==> src/rtl/busio_pkg.sv <==
// ============================================================================
// Module      : busio_pkg
// Description : Shared types and constants for the data-memory bus responder:
//               FSM state encoding, access-size encodings, timeout default.
// Revision    : 1.0 - initial release
// ============================================================================
`default_nettype none

package busio_pkg;

  // Transaction FSM states
  typedef enum logic [1:0] {
    ST_IDLE      = 2'd0,
    ST_REQ       = 2'd1,
    ST_WAIT_RESP = 2'd2,
    ST_DONE      = 2'd3
  } state_t;

  // load_store_size encodings; 2'b11 is treated as a word access
  localparam logic [1:0] SIZE_BYTE = 2'b00;
  localparam logic [1:0] SIZE_HALF = 2'b01;
  localparam logic [1:0] SIZE_WORD = 2'b10;

  // Default response timeout, in cycles spent in REQ/WAIT_RESP
  localparam int BUSIO_TIMEOUT = 255;

endpackage : busio_pkg

`default_nettype wire

==> src/rtl/busio_lane.sv <==
// ============================================================================
// Module      : busio_lane
// Description : Purely combinational byte-lane logic. Store side replicates
//               store data across lanes and builds byte strobes; load side
//               shifts the returned word down and sign/zero-extends it.
// Revision    : 1.0 - initial release
// ============================================================================
`default_nettype none

module busio_lane
  import busio_pkg::*;
(
  // store side (fed from the live request)
  input  logic [1:0]  st_size,
  input  logic [1:0]  st_addr_lo,
  input  logic [31:0] st_data,
  output logic [31:0] st_wdata,
  output logic [3:0]  st_wstrb,
  // load side (fed from the latched request and captured word)
  input  logic [1:0]  ld_size,
  input  logic [1:0]  ld_addr_lo,
  input  logic        ld_signed,
  input  logic [31:0] ld_rdata,
  output logic [31:0] ld_data
);

  logic [31:0] w_shifted;

  // Bring the addressed lane down to bit 0; misaligned accesses just truncate
  assign w_shifted = ld_rdata >> {ld_addr_lo, 3'b000};

  // Store lane replication and strobe generation
  always_comb begin
    st_wdata = st_data;
    st_wstrb = 4'b1111;
    case (st_size)
      SIZE_BYTE: begin
        st_wdata = {4{st_data[7:0]}};
        st_wstrb = 4'b0001 << st_addr_lo;
      end
      SIZE_HALF: begin
        st_wdata = {2{st_data[15:0]}};
        st_wstrb = 4'b0011 << {st_addr_lo[1], 1'b0};
      end
      default: begin
        st_wdata = st_data;
        st_wstrb = 4'b1111;
      end
    endcase
  end

  // Load extraction with sign or zero extension
  always_comb begin
    ld_data = w_shifted;
    case (ld_size)
      SIZE_BYTE: ld_data = {{24{ld_signed & w_shifted[7]}},  w_shifted[7:0]};
      SIZE_HALF: ld_data = {{16{ld_signed & w_shifted[15]}}, w_shifted[15:0]};
      default:   ld_data = w_shifted;
    endcase
  end

endmodule : busio_lane

`default_nettype wire

==> src/rtl/busio.sv <==
// ============================================================================
// Module      : busio
// Description : Data-memory bus responder. Turns single-beat load/store
//               requests from the memory stage into word-aligned valid/ready
//               transactions with byte strobes, stalls the pipeline until the
//               response returns, and presents extended load data.
//               Optional feature macro: BUSIO_TIMEOUT_EN (response timeout
//               with bus_error indication). Default build waits forever.
// Revision    : 1.0 - initial release
// ============================================================================
`default_nettype none

module busio
  import busio_pkg::*;
#(
  parameter int TIMEOUT_CYCLES = BUSIO_TIMEOUT
) (
  input  logic        clk,
  input  logic        rst_n,
  // memory stage side
  input  logic [31:0] mem_addr,
  input  logic [31:0] mem_store_data,
  input  logic        mem_load,
  input  logic        mem_store,
  input  logic [1:0]  load_store_size,
  input  logic        load_signed,
  output logic [31:0] mem_load_data,
  output logic        bus_stall,
  output logic        bus_error,
  // external data bus
  output logic        ext_valid,
  input  logic        ext_ready,
  output logic [31:0] ext_addr,
  output logic        ext_write,
  output logic [31:0] ext_wdata,
  output logic [3:0]  ext_wstrb,
  input  logic        ext_rvalid,
  input  logic [31:0] ext_rdata
);

  state_t      r_state;
  state_t      w_next;

  logic [31:0] r_addr;
  logic [1:0]  r_size;
  logic        r_signed;
  logic        r_write;
  logic [31:0] r_wdata;
  logic [3:0]  r_wstrb;
  logic [31:0] r_rdata;

  logic [31:0] w_lane_wdata;
  logic [3:0]  w_lane_wstrb;
  logic [31:0] w_lane_load;

  logic        w_req;
  logic        w_latch;
  logic        w_resp;
  logic        w_timeout;

  assign w_req = mem_load | mem_store;

  // A response completes the transaction: in REQ it must coincide with the
  // handshake, in WAIT_RESP rvalid alone suffices; elsewhere it is ignored
  assign w_resp = ((r_state == ST_REQ) && ext_ready && ext_rvalid) ||
                  ((r_state == ST_WAIT_RESP) && ext_rvalid);

  busio_lane u_lane (
    .st_size    (load_store_size),
    .st_addr_lo (mem_addr[1:0]),
    .st_data    (mem_store_data),
    .st_wdata   (w_lane_wdata),
    .st_wstrb   (w_lane_wstrb),
    .ld_size    (r_size),
    .ld_addr_lo (r_addr[1:0]),
    .ld_signed  (r_signed),
    .ld_rdata   (r_rdata),
    .ld_data    (w_lane_load)
  );

`ifdef BUSIO_TIMEOUT_EN
  localparam int c_cnt_w = ($clog2(TIMEOUT_CYCLES + 1) > 8) ?
                           $clog2(TIMEOUT_CYCLES + 1) : 8;

  logic [c_cnt_w-1:0] r_count;
  logic               r_error;

  // Abort on the last counted cycle unless the response arrives in it
  assign w_timeout = ((r_state == ST_REQ) || (r_state == ST_WAIT_RESP)) &&
                     (r_count == c_cnt_w'(TIMEOUT_CYCLES - 1)) && !w_resp;

  // Timeout counter and sticky error flag for the current transaction
  always_ff @(posedge clk or negedge rst_n) begin
    if (!rst_n) begin
      r_count <= '0;
      r_error <= 1'b0;
    end else begin
      if (w_latch) begin
        r_count <= '0;
        r_error <= 1'b0;
      end else if ((r_state == ST_REQ) || (r_state == ST_WAIT_RESP)) begin
        r_count <= r_count + 1'b1;
      end
      if (w_timeout) begin
        r_error <= 1'b1;
      end
    end
  end

  assign bus_error = (r_state == ST_DONE) && r_error;
`else
  assign w_timeout = 1'b0;
  assign bus_error = 1'b0;

  // TIMEOUT_CYCLES only sizes the timeout counter, which is absent here
  if (TIMEOUT_CYCLES < 1) begin : g_timeout_unused
  end
`endif

  // State register
  always_ff @(posedge clk or negedge rst_n) begin
    if (!rst_n) begin
      r_state <= ST_IDLE;
    end else begin
      r_state <= w_next;
    end
  end

  // Next-state, request valid and pipeline stall
  always_comb begin
    w_next    = r_state;
    w_latch   = 1'b0;
    ext_valid = 1'b0;
    bus_stall = 1'b0;
    case (r_state)
      ST_IDLE: begin
        bus_stall = w_req;
        if (w_req) begin
          w_latch = 1'b1;
          w_next  = ST_REQ;
        end
      end
      ST_REQ: begin
        bus_stall = 1'b1;
        ext_valid = 1'b1;
        if (w_resp) begin
          w_next = ST_DONE;
        end else if (w_timeout) begin
          w_next = ST_DONE;
        end else if (ext_ready) begin
          w_next = ST_WAIT_RESP;
        end
      end
      ST_WAIT_RESP: begin
        bus_stall = 1'b1;
        if (w_resp || w_timeout) begin
          w_next = ST_DONE;
        end
      end
      ST_DONE: begin
        w_next = ST_IDLE;
      end
      default: begin
        w_next = ST_IDLE;
      end
    endcase
  end

  // Request latch and response capture
  always_ff @(posedge clk or negedge rst_n) begin
    if (!rst_n) begin
      r_addr   <= '0;
      r_size   <= SIZE_BYTE;
      r_signed <= 1'b0;
      r_write  <= 1'b0;
      r_wdata  <= '0;
      r_wstrb  <= '0;
      r_rdata  <= '0;
    end else begin
      if (w_latch) begin
        r_addr   <= mem_addr;
        r_size   <= load_store_size;
        r_signed <= load_signed;
        r_write  <= mem_store;
        r_wdata  <= mem_store ? w_lane_wdata : 32'h0;
        r_wstrb  <= mem_store ? w_lane_wstrb : 4'h0;
      end
      // Store acks carry no data; keep the last load word instead
      if (w_resp && !r_write) begin
        r_rdata <= ext_rdata;
      end else if (w_timeout) begin
        r_rdata <= '0;
      end
    end
  end

  assign ext_addr      = {r_addr[31:2], 2'b00};
  assign ext_write     = r_write;
  assign ext_wdata     = r_wdata;
  assign ext_wstrb     = r_wstrb;
  assign mem_load_data = w_lane_load;

endmodule : busio

`default_nettype wire

==> config.mk <==
export PLATFORM = sky130hd
export DESIGN_NAME = busio
export DESIGN_NICKNAME = d
export VERILOG_FILES = /design/src/rtl/busio_pkg.sv /design/src/rtl/busio_lane.sv /design/src/rtl/busio.sv
export SDC_FILE = /design/constraint.sdc
export NUM_CORES = 1
export LEC_CHECK = 0
export ABC_AREA = 1
export CAP_MARGIN = 10
export CORE_UTILIZATION = 28
export DETAILED_ROUTE_END_ITERATION = 16
export GPL_TIMING_DRIVEN = 0
export SLEW_MARGIN = 0
export SYNTH_ARGS = -nofsm -noshare
export SYNTH_HDL_FRONTEND = slang
export SYNTH_HIERARCHICAL = 1
export SYNTH_SLANG_ARGS = --single-unit
==> constraint.sdc <==
create_clock -name clk -period 1.9 [get_ports clk]
set_clock_uncertainty 0.1 [all_clocks]
set_input_delay 0.38 -clock clk [delete_from_list [all_inputs] [get_ports clk]]
set_output_delay 0.38 -clock clk [all_outputs]
set_load 0.005 [all_outputs]
==> flow_metrics.tcl, run 1 <==
set metrics [dict create \
    antennaDiodeCount 0 \
    viasPerCell 4.52 \
    endpoint "mem_load_data[18]" \
    critPathKind "flop to primary output" \
    path_max_fanout 6 \
    htreeDepth 3 \
    final_max_slew_viol_count 0 \
    timing.final.ws_setup_ns -0.347 \
    tritoncts "built" \
    cts_max_path_buffers 2 \
    cp.arrival_ns 1.77 \
    rsz0062_at_grt "true" \
    outcome "finished with violations" \
    power.density_nw_per_um2 1580 \
    cp.required_ns 1.42 \
    ir_worst_vdd_v 0.000547 \
    postSynthCellCount 767 \
    whs_ns 0.344 \
    ys.warnings.count 6 \
    crit_cells 11 \
    avgSynthCellArea_sq_um 7.67 \
    antenna_found_initial 0 \
    switching_share 0.396 \
    cap_violations 0 \
    p_switching_mw 5.69 \
    placementRows 52 \
    path_clk_slew_ns 0.07 \
    vias 5848 \
    path_common_cell "buf_6" \
    dp_hpwl_mm 14.2 \
    final_layout_size_suffix_gt1_frac 0.230 \
    cts_made_buffers 9 \
    core_sq_um 20400 \
    clk_latency_ns 0.34 \
    start_util 0.288 \
    multi_input_area_sq_um 2690 \
    violations "negative setup slack" \
    synth-seq-cells 106 \
    die_w_microns 147 \
    cp-startpoint "r_addr[0]" \
    io_buffers 205 \
    comb_power_share 0.576 \
    synth_top_area_share 0.451 \
    cp-start-kind "flop" \
    clock_power_share 0.146 \
    cp_cell_sequence "buf_6, inv_8, buf_6, buf_4, buf_6, nand2_2, o21ai_2, nor2_1, nand2_1, nand3_2, buf_6" \
    grt_use_total 0.181 \
    first_pass_iters 4 \
    p_leak_nw 4.63 \
    fin_crit_sh 1.18 \
    io_pins 209 \
    critPathBufInv 6 \
    yosysTopAreaCell "dfrtp_1" \
    ant_nets 0 \
    final_cells 1294 \
    fillCellCount 2081 \
    rr_startpoint "r_state[1]" \
    cts_num_sinks 106 \
    finalNetCount 1129 \
    seq_area_sq_um 2650 \
    die_y_microns 147 \
    cts_root_buf "clkbuf_16" \
    yosysSeqAreaShare 0.451 \
    hold_viol_final 0 \
    grt_pass1_vias 5663 \
    overflow 0 \
    grt_pass1_wl_mm 30.4 \
    layout_min_cycle_time_ns 2.25 \
    synth_area_sq_um 5880 \
    dpl.cell_count 1245 \
    synth_cell_types 30 \
    slowest_stage "dfrtp_1" \
    endpoint_kind "primary output" \
    fmax_mhz 445 \
    wirelength_mm 19.6 \
    syn2layout_area_growth_pct 54.3 \
    wire_per_inst_microns 15.1 \
    p_seq_frac 0.278 \
    setup_viol 31 \
    gp_congestion 0.923 \
    min_path_type "input port to asynchronous set/reset pin" \
    p_int_mw 8.70 \
    reg2reg_to "r_addr[8]" \
    grt_max_degree 87 \
    r2r_setup_slack_ns 0.22 \
    first_iter_violations 276 \
    slowest_delay_ns 0.39 \
    route.detailed.drc 0 \
    yosys-top-cells-area "dfrtp_1 45%, nand2_1 22%, buf_4 5.7%" \
    reg2reg_depth 9 \
    path_delay_family "buffers and inverters" \
    die-area_sq_um 21600 \
]
## cell usage after synthesis
cell,count
nand2_1,341
dfrtp_1,106
nand3_1,60
o21ai_0,57
buf_4,45
inv_1,27
buf_2,17
buf_6,15
a21oi_1,14
nand2_2,14
nor2_1,14
o211ai_1,9
a22oi_1,7
o21ai_1,7
clkbuf_2,5
ha_1,5
nand3_2,5
clkbuf_1,4
inv_2,2
nor2_2,2
nor2_4,2
and2_1,1
buf_8,1
conb_1,1
inv_6,1
nand2_4,1
nand3_4,1
nand3b_4,1
nor2_8,1
o21ai_2,1
## cell families (layout without fill, tap and decap cells)
family,Yosys count,count (layout),synth area share
other,1,3,0.000637
AOI/OAI and AO/OA,95,95,0.0883
adders and majority gates,5,5,0.0106
and+or+nand+nor,443,443,0.320
DFF,106,106,0.451
buffers and inverters,117,372,0.130
## stage by stage
step | utilization | power, mW | TNS [ns] | area [sq um] | setup slack [ns]
floorplan | - | 7.85 | 0 | 5890 | 0.308
global placement | 0.405 | 11.6 | -443.71 | 8280 | -4.09
detailed placement | 0.407 | 11.7 | -11.39 | 8310 | -0.461
CTS | 0.441 | 14.3 | -9.98 | 9010 | -0.371
global route | 0.444 | 15.6 | -10.93 | 9080 | -0.450
finish | 0.444 | 14.4 | -7.71 | 9080 | -0.347
## cell type report
type,instances,area share
clock inverters,7,0.0114
well taps,270,0.0372
inverters,30,0.0138
plain buffers,84,0.0708
clock buffers,9,0.0248
flip-flops and latches,106,0.292
repair buffers,242,0.254
multi-input cells,546,0.296
## what timing repair did
item	CTS	global route
endpoints found under the setup margin	35	34
setup buffers	26	6
resized for setup	155	48
cloned	3	0
pin swaps	10	10
hold endpoints to repair	20	0
hold buffers	1	0
## flip-flops by register name, summed over array words and instances, names as in the netlist
| signal | cells |
|---|---|
| ext_wdata | 32 |
| r_signed | 1 |
| r_rdata | 32 |
| r_size | 2 |
| ext_write | 1 |
| r_state | 2 |
| r_addr | 32 |
| ext_wstrb | 4 |
## how the worst min path moves through the flow
stage | to | slack, ns | startpoint | depth (start not counted)
final | r_rdata[3] | 0.34 | rst_n | 2
after CTS | r_addr[8] | 0.33 | rst_n | 2
after detailed placement | r_rdata[3] | 0.14 | rst_n | 1
after global routing | r_addr[8] | 0.34 | rst_n | 2
after floorplan | ext_wdata[0] | -0.02 | rst_n | 0
after global placement | ext_wdata[0] | 0.35 | ext_wdata[0] | 2
## power by group through the flow
stage / sequential [mW] / clock [mW] / combinational, mW
CTS: 4.01 / 2.18 / 8.11
global route: 4.15 / 2.26 / 9.16
detailed placement: 4.04 / 0 / 7.65
floorplan: 3.84 / 0 / 4.01
finish: 4.01 / 2.10 / 8.28
global placement: 4.03 / 0 / 7.59
## per-layer routing
layer | routed length, microns | global-route usage | vias up | share of wire
li1 | - | - | 2895 | -
met1 | 8270 | 0.220 | 2733 | 0.42
met2 | 9500 | 0.312 | 202 | 0.49
met3 | 1570 | 0.0593 | 18 | 0.080
met4 | 216 | 0.0345 | 0 | 0.011
met5 | 0 | 0 | - | 0
## cell usage in the layout (no fill, tap or decap), drive strengths merged
cell type,netlist,routed
dlygate4sd2,0,4
ha,5,5
bufinv,0,2
and2,1,1
a22oi,7,7
o211ai,9,9
clkbuf,9,27
inv,30,35
nand3b,1,1
conb,1,3
dfrtp,106,106
nor2,19,19
dlygate4sd3,0,1
a21oi,14,14
clkdlybuf4s50,0,170
nand3,66,66
o21ai,65,65
nand2,356,356
buf,78,133
(Power assumes the default switching activity.)
==> run 2, diff against run 1 <==
--- a/config.mk
+++ b/config.mk
@@ -9,6 +9,7 @@
 export CAP_MARGIN = 10
 export CORE_UTILIZATION = 28
 export DETAILED_ROUTE_END_ITERATION = 16
+export DONT_BUFFER_PORTS = 1
 export GPL_TIMING_DRIVEN = 0
 export SLEW_MARGIN = 0
 export SYNTH_ARGS = -nofsm -noshare
==> flow_metrics.tcl, run 2 (synthesis gave the netlist of run 1 again) <==
set metrics [dict create \
    place_area_sq_um 6230 \
    timing.final.ws_setup_ns -0.160 \
    outcome "finished with violations" \
    wire_per_inst_microns 16.8 \
    placementRows 52 \
    rsz0062_at_grt "true" \
    post-route-util 0.338 \
    antennaDiodeCount 0 \
    grt_use_total 0.166 \
    violations "negative hold slack, negative setup slack" \
    htreeDepth 3 \
    io_buffers 0 \
    p_leak_nw 3.69 \
    vias 5011 \
    final_max_slew_viol_count 0 \
    power_mw 11.8 \
    whs_ns -0.381 \
    path_max_fanout 10 \
    route.detailed.drc 0 \
    min_path_type "input port to asynchronous set/reset pin" \
    fin_area_sq_um 6910 \
    finalNetCount 908 \
    grt_use_met2 0.283 \
    die_y_microns 147 \
    grt-busiest-layer "met2" \
    setup_viol 31 \
    cts_made_buffers 9 \
    final_layout_size_suffix_gt1_frac 0.232 \
    dp_hpwl_mm 13.1 \
    tritoncts "built" \
    fin_crit_sh 1.08 \
    final_common_cell "nand2_1" \
    ir_worst_vdd_v 0.000535 \
    multi_input_area_sq_um 2680 \
    grt_max_degree 107 \
    die-area_sq_um 21600 \
    cp.arrival_ns 1.58 \
    antenna_found_initial 0 \
    cap_violations 0 \
    core_sq_um 20400 \
    final_cells 1073 \
    wirelength_mm 18.0 \
    cts_root_buf "clkbuf_16" \
    clk_latency_ns 0.35 \
    dpl.cell_count 1039 \
    mostFrequentLayoutCells "335 x nand2_1, 106 x dfrtp_1, 58 x buf_4, 50 x o21ai_0, 47 x nand3_1" \
    hold_viol_final 106 \
    first_iter_violations 248 \
    cts_max_path_buffers 2 \
    start_util 0.288 \
    grt_pass1_vias 4932 \
    power.density_nw_per_um2 1710 \
    path_clk_slew_ns 0.07 \
    fmax_mhz 485 \
    cp-start-kind "flop" \
    grtUsageMet3 0.0525 \
    viasPerCell 4.67 \
    endpoint_kind "primary output" \
    cp.required_ns 1.42 \
    layout_min_cycle_time_ns 2.06 \
    die_w_microns 147 \
    syn2layout_area_growth_pct 17.5 \
    io_pins 209 \
    overflow 0 \
    grt_pass1_wl_mm 27.5 \
    dp_slack_ns -0.00603 \
    gp_congestion 0.913 \
    critPathKind "flop to primary output" \
    seq_area_sq_um 2650 \
    grt_use_met1 0.203 \
    ant_nets 0 \
    fillCellCount 2199 \
    first_pass_iters 5 \
    cts_num_sinks 106 \
    finalSetupTns_ns -3.87 \
]
==> run 2: cell count changes in the layout (fill, tap and decap cells not counted), moves of 3 or more <==
cell | before | now
o21ai_0 | 54 | 50
buf_4 | 63 | 58
clkbuf_2 | 15 | 6
buf_6 | 37 | 19
o21ai_1 | 3 | 8
nand2_2 | 21 | 18
inv_6 | 5 | 2
clkdlybuf4s50_1 | 170 | 0
buf_2 | 29 | 14
dlygate4sd2_1 | 4 | 0
==> run 2: path summary, 6_finish.rpt <==
path	end	from	slack (ns)	depth (start not counted)
setup / recovery	mem_load_data[1]	r_addr[0]	-0.16	5
hold / removal	r_rdata[14]	rst_n	-0.38	0
setup reg to reg	r_rdata[28]	r_state[0]	0.17	8
hold reg to reg	r_addr[15]	r_addr[15]	0.38	2
max in group asynchronous	r_addr[23]	rst_n	1.89	0
min in group clk	r_addr[7]	mem_addr[7]	0.04	2
==> run 2: power breakdown <==
group | total [mW] | internal, mW | switching [mW]
Sequential | 4.16 | 3.27 | 0.887
Clock | 1.80 | 0.932 | 0.866
Combinational | 5.87 | 2.44 | 3.43
==> run 2: repair_timing <==
| item | CTS | global route |
|---|---|---|
| buffers inserted | 10 | 5 |
| pin swaps | 17 | 8 |
| gates resized for setup | 55 | 21 |
| cloned | 4 | 0 |
| setup endpoints to repair | 32 | 32 |
| endpoints found under the hold margin | 106 | 106 |
==> run 2: area by class of cell <==
class | instances | area share
buffer | 86 | 0.0968
clock buffer | 11 | 0.0351
clock inverter | 5 | 0.00543
inverter | 30 | 0.0185
multi-input combinational | 546 | 0.388
sequential | 106 | 0.384
tap | 270 | 0.0489
timing repair buffer | 19 | 0.0237
==> run 2: layer usage <==
| layer | routed length [microns] | vias up |
|---|---|---|
| li1 | - | 2452 |
| met1 | 7320 | 2347 |
| met2 | 8700 | 200 |
| met3 | 1780 | 12 |
| met4 | 185 | 0 |
| met5 | 0 | - |
==> run 2: worst max-delay path, cell delays in order, from the launching register on <==
cell     delay (ns)
dfrtp_1        0.42
buf_6          0.16
inv_8          0.09
buf_4          0.20
nand2_1        0.10
a22oi_2        0.26
